### src/rtl/phase2_pkg.sv
// rtl/phase2_pkg.sv - shared constants and types for phase2 and its sequencer
package phase2_pkg;

    localparam int DW = 8;
    localparam int N  = 8;
    localparam int VW = N * DW;

    typedef logic [VW-1:0] vec_t;

    typedef enum logic [2:0] {
        S_IDLE,
        S_FETCH,
        S_LOAD,
        S_RUN,
        S_WRITE,
        S_DONE
    } state_t;

endpackage

### src/rtl/phase2_ctrl.sv
// rtl/phase2_ctrl.sv - column sequencer for phase2 (optional abort: PHASE2_CTRL_ABORT_EN)
module phase2_ctrl #(
    parameter int DW     = phase2_pkg::DW,
    parameter int N      = phase2_pkg::N,
    parameter int N_COLS = 8,
    parameter int LAT    = 2,
    parameter int AW     = $clog2(N_COLS)
) (
    input  logic              clk,
    input  logic              resetn,
    input  logic              start,
    input  logic [N*DW-1:0]   h_in,
    input  logic [N*DW-1:0]   y_in,
`ifdef PHASE2_CTRL_ABORT_EN
    input  logic              abort,
`endif
    output logic              busy,
    output logic              done,
    output logic              col_rd,
    output logic [AW-1:0]     col_addr,
    input  logic [N*DW-1:0]   col_rdata,
    output logic              dp_enable,
    output logic [N*DW-1:0]   dp_x_col,
    output logic [N*DW-1:0]   dp_h,
    output logic [N*DW-1:0]   dp_y,
    input  logic [N*DW-1:0]   dp_g,
    output logic              res_we,
    output logic [AW-1:0]     res_addr,
    output logic [N*DW-1:0]   res_wdata
);

    import phase2_pkg::*;

    localparam int VW = N * DW;
    localparam int CW = $clog2(LAT + 1);

    state_t          r_state;
    state_t          w_next_state;
    logic [AW-1:0]   r_idx;
    logic [CW-1:0]   r_cnt;
    logic [VW-1:0]   r_dp_h;
    logic [VW-1:0]   r_dp_y;
    logic [VW-1:0]   r_x_col;
    logic [VW-1:0]   r_res_wdata;
    logic            w_last;
    logic            w_abort;

`ifdef PHASE2_CTRL_ABORT_EN
    assign w_abort = abort;
`else
    assign w_abort = 1'b0;
`endif

    assign w_last    = (r_idx == AW'(N_COLS - 1));
    assign col_addr  = r_idx;
    assign res_addr  = r_idx;
    assign dp_h      = r_dp_h;
    assign dp_y      = r_dp_y;
    assign dp_x_col  = r_x_col;
    assign res_wdata = r_res_wdata;

    // State register
    always_ff @(posedge clk or negedge resetn) begin
        if (!resetn) begin
            r_state <= S_IDLE;
        end else begin
            r_state <= w_next_state;
        end
    end

    // Next-state logic and strobes decoded from the current state; abort overrides everything
    always_comb begin
        w_next_state = r_state;
        busy         = (r_state != S_IDLE);
        col_rd       = 1'b0;
        dp_enable    = 1'b0;
        res_we       = 1'b0;
        done         = 1'b0;
        case (r_state)
            S_IDLE: begin
                if (start) begin
                    w_next_state = S_FETCH;
                end
            end
            S_FETCH: begin
                col_rd       = 1'b1;
                w_next_state = S_LOAD;
            end
            S_LOAD: begin
                w_next_state = S_RUN;
            end
            S_RUN: begin
                dp_enable = 1'b1;
                if (r_cnt == CW'(1)) begin
                    w_next_state = S_WRITE;
                end
            end
            S_WRITE: begin
                res_we       = 1'b1;
                w_next_state = w_last ? S_DONE : S_FETCH;
            end
            S_DONE: begin
                done         = 1'b1;
                w_next_state = S_IDLE;
            end
            default: begin
                w_next_state = S_IDLE;
            end
        endcase
        if (w_abort && (r_state != S_IDLE)) begin
            w_next_state = S_IDLE;
        end
    end

    // Operand latches, column index and latency down-counter
    always_ff @(posedge clk or negedge resetn) begin
        if (!resetn) begin
            r_idx       <= '0;
            r_cnt       <= '0;
            r_dp_h      <= '0;
            r_dp_y      <= '0;
            r_x_col     <= '0;
            r_res_wdata <= '0;
        end else begin
            case (r_state)
                S_IDLE: begin
                    if (start) begin
                        r_dp_h <= h_in;
                        r_dp_y <= y_in;
                        r_idx  <= '0;
                    end
                end
                S_LOAD: begin
                    r_x_col <= col_rdata;
                    r_cnt   <= CW'(LAT);
                end
                S_RUN: begin
                    r_cnt <= r_cnt - CW'(1);
                    if (r_cnt == CW'(1)) begin
                        r_res_wdata <= dp_g;
                    end
                end
                S_WRITE: begin
                    if (!w_last && !w_abort) begin
                        r_idx <= r_idx + AW'(1);
                    end
                end
                default: begin
                end
            endcase
        end
    end

endmodule

### config.mk
export PLATFORM = sky130hd
export DESIGN_NAME = phase2_ctrl
export DESIGN_NICKNAME = d
export VERILOG_FILES = /design/src/rtl/phase2_pkg.sv /design/src/rtl/phase2_ctrl.sv
export SDC_FILE = /design/constraint.sdc
export NUM_CORES = 1
export LEC_CHECK = 0
export ABC_AREA = 1
export CAP_MARGIN = 20
export CORE_AREA = 2 2 206 208
export CTS_CLUSTER_DIAMETER = 80
export CTS_CLUSTER_SIZE = 12
export DETAILED_ROUTE_END_ITERATION = 8
export DIE_AREA = 0 0 208 210
export PLACE_DENSITY = 0.62
export SYNTH_ARGS = -nofsm -noshare
export SYNTH_HDL_FRONTEND = slang
export SYNTH_SLANG_ARGS = --single-unit
### constraint.sdc
create_clock -name clk -period 2.7 [get_ports clk]
set_input_delay 0.27 -clock clk [delete_from_list [all_inputs] [get_ports clk]]
set_output_delay 0.27 -clock clk [all_outputs]
set_load 0.01 [all_outputs]
==> flow_summary_export.csv <==
group,metric,value,unit
place,port-buffer-count,525,
drt,vias,9150,
global_routing,antenna_found_initial,1,
clock_tree,cts_resized,0,
yosys,yosys.area.top_type_share,63.95,%
timing,max_slew_margin,53.34,%
worst_setup_path,worstSetupPathType,"reg2out",
worst_setup_path,r2r_start,"r_state[2]$_DFFE_PN0P_",
timing,finalMaxSlewViolations,0,
worst_setup_path,max_stage_delay,0.63,ns
yosys,synth_area_leader_cell,"dfrtp_1",
timing,final.setup.worst_slack,0.2963,ns
yosys,synth_nets,1414,
global_routing,first_global_vias,9298,
yosys,yosysWarnings,0,
global_routing,grt_overflow_total,0,
yosys,ys_types,18,
worst_setup_path,cp-startpoint,"r_state[2]$_DFFE_PN0P_",
yosys,syn_inst,1152,
status,run_status,"finished clean",
hold_path,hold_class,"in2async",
worst_setup_path,path_cells,"inv_2 > nor3_1 > clkdlybuf4s50_1",
timing,clock_skew,0.01425,ns
finish,seq_area,6606,µm²
finish,num-nets-final,1924,
global_routing,grt.total_usage,14.89,%
clock_tree,clk_pin_slew,0.06,ns
place,globalplace.congestion,0.7955,
clock_tree,cts_buffer_depth,3,
floorplan,dieWidth,208,µm
floorplan,core_area,41480,µm²
timing,fin_crit_sh,89.03,%
power_and_ir_drop,p_leak,8.177,nW
drt,drc,0,
global_routing,grt_pass1_wl,52330,µm
place,pre_cts_ws,0.7068,ns
worst_setup_path,r2r.worst_path.cells,6,
finish,num_antenna_cells,0,
worst_setup_path,worstPathRequired,2.43,ns
finish,drive_above_1_share,3.546,%
floorplan,rows,75,
finish,final_area,16890,µm²
place,dpl.hpwl,24770,µm
flow_run,cap_violations,0,
place,placed_area,16170,µm²
yosys,synth_area_leaders,"dfrtp_1, nand2_1, o21ai_0, inv_1, nand3_1",
drt,wl_per_cell,15.27,µm
clock_tree,cts_tree,"done",
worst_setup_path,crit_slowest_cell,"clkdlybuf4s50_1",
timing,setup_violations,0,
clock_tree,htreeDepth,1,
timing,finalHoldViolations,0,
worst_setup_path,crit_buf_inv,2,
clock_tree,cts_sinks,264,
drt,drt_iter0_markers,565,
yosys,yosys_register_bits,264,
worst_setup_path,cp_max_fo,7,
floorplan,io_pins,526,
timing,fmax,416.0,MHz
timing,fin_hold_ws,0.2619,ns
timing,worst_slew_pin_slew,0.6998,ns
drt,vias_per_cell,4.153,
worst_setup_path,path_delay_family,"buffers and inverters",
floorplan,start_util,24.91,%
clock_tree,clock-root-buffer,"clkbuf_16",
power_and_ir_drop,p_per_area,1043,nW/µm²
worst_setup_path,r2r-end,"dp_x_col[7]$_DFFE_PN0P_",
timing,fin_crit,2.404,ns
power_and_ir_drop,peakVddDrop,619.8,µV
timing,rsz0062_at_grt,"no",
global_routing,grt_max_degree,121,
worst_setup_path,start_kind,"flip-flop",
clock_tree,cts_buffers,26,
finish,area_growth,63.52,%
timing,setup_tns,0,ns
drt,ant_nets,0,
floorplan,fp.dieH,210,µm
worst_setup_path,end_kind,"primary output",
yosys,synth_area,10330,µm²
drt,drt_first_pass_iters,5,
finish,multiInputGateArea,2893,µm²
drt,routed_wl,33630,µm
floorplan,die-area,43680,µm²
finish,n_fill_cell,4152,
worst_setup_path,reg2reg_slack,0.72,ns
worst_setup_path,crit_arrival,2.13,ns
yosys,ys_seq_area_share,63.95,%
yosys,syn_area_per_cell,8.968,µm²
clock_tree,insertion_delay,0.53,ns
repair_timing:
item | in CTS | in global routing
hold endpoints to repair | 58 | 0
hold buffers | 1 | 0
buffers inserted | 0 | 0
metrics by stage:
| step | util (%) | total power [mW] | std cells |
|---|---|---|---|
| floorplan | - | 9.764 | 1152 |
| detailed placement | 38.99 | 14.50 | 2172 |
| CTS | 40.73 | 17.90 | 2203 |
| global placement | 38.99 | 14.36 | 2172 |
| global route | 40.73 | 18.85 | 2203 |
| finish | 40.73 | 17.62 | 2203 |
final cells by class:
type | instances | share of cell area, %
inverters | 140 | 3.111
well taps | 539 | 3.992
multi-input cells | 684 | 17.12
flip-flops and latches | 264 | 39.11
repair buffers | 546 | 32.45
clock buffers | 29 | 4.162
clock inverters | 1 | 0.05184
routing by layer:
| layer | vias up | track usage (%) | part of all wire [%] | routed length, µm |
|---|---|---|---|---|
| met5 | - | 0 | 0.039 | 13 |
| met4 | 2 | 4.598 | 2.5 | 851 |
| met3 | 49 | 4.708 | 8.4 | 2837 |
| met2 | 350 | 25.31 | 48 | 16050 |
| met1 | 4233 | 18.03 | 41 | 13880 |
| li1 | 4516 | - | - | - |
logic make-up (layout without fill, tap and decap cells):
family / count (synthesis) / after routing / synth area share (%)
AO/OA/AOI/OAI: 132 / 132 / 6.395
AND/OR/NAND/NOR: 549 / 549 / 21.00
buffers and inverters: 204 / 716 / 8.296
adder cells (fa/ha/maj): 3 / 3 / 0.3634
flip-flops: 264 / 264 / 63.95
worst register-to-register path: stages, from the launching register on:
cell	delay, ns
dfrtp_1	0.50
inv_2	0.22
nand2_1	0.15
nor2_4	0.14
buf_4	0.56
nand2_1	0.24
nand2_1	0.11
power breakdown:
group	leakage (nW)	switching, mW	internal (mW)	total (mW)
Combinational	4.58	3.72	4.02	7.74
Clock	0.352	1.46	1.81	3.27
Sequential	3.24	0.967	5.64	6.60
Total	8.18	6.15	11.5	17.6
registers in the layout, summed over array words and instances, names as in the netlist:
signal     count
r_state        3
col_addr       3
res_wdata     64
r_cnt          2
dp_x_col      64
dp_y          64
dp_h          64
synth_stat cells:
cell      number
a21oi_1        2
buf_2         31
buf_4         14
clkbuf_1      19
dfrtp_1      264
ha_1           3
inv_1        138
inv_2          2
nand2_1      466
nand3_1       69
nand3_2        1
nand3b_1       1
nor2_1         8
nor2_2         1
nor2_4         1
nor3_1         2
o21ai_0      122
o21ai_1        8
cell usage in the layout (no fill, tap or decap), types with 3 or more instances in the layout:
master             n
buf_12             5
buf_4             15
clkbuf_16         27
clkdlybuf4s50_1  524
dfrtp_1          264
inv_1            138
nand2_1          465
nand3_1           69
nor2_1             7
nor2_4             3
o21ai_0          122
o21ai_1            8
worst max-delay path by stage:
stage / cells past startpoint / slack [ns] / end
3_5_place_dp: 4 / 0.71 / dp_h[6]$_DFFE_PN0P_
3_3_place_gp: 5 / 0.75 / dp_y[25]$_DFFE_PN0P_
5_1_grt: 3 / 0.13 / done
2_1_floorplan: 6 / 1.35 / res_wdata[13]$_DFFE_PN0P_
4_1_cts: 3 / 0.19 / done
6_report: 3 / 0.30 / done
(Power assumes the default switching activity.)
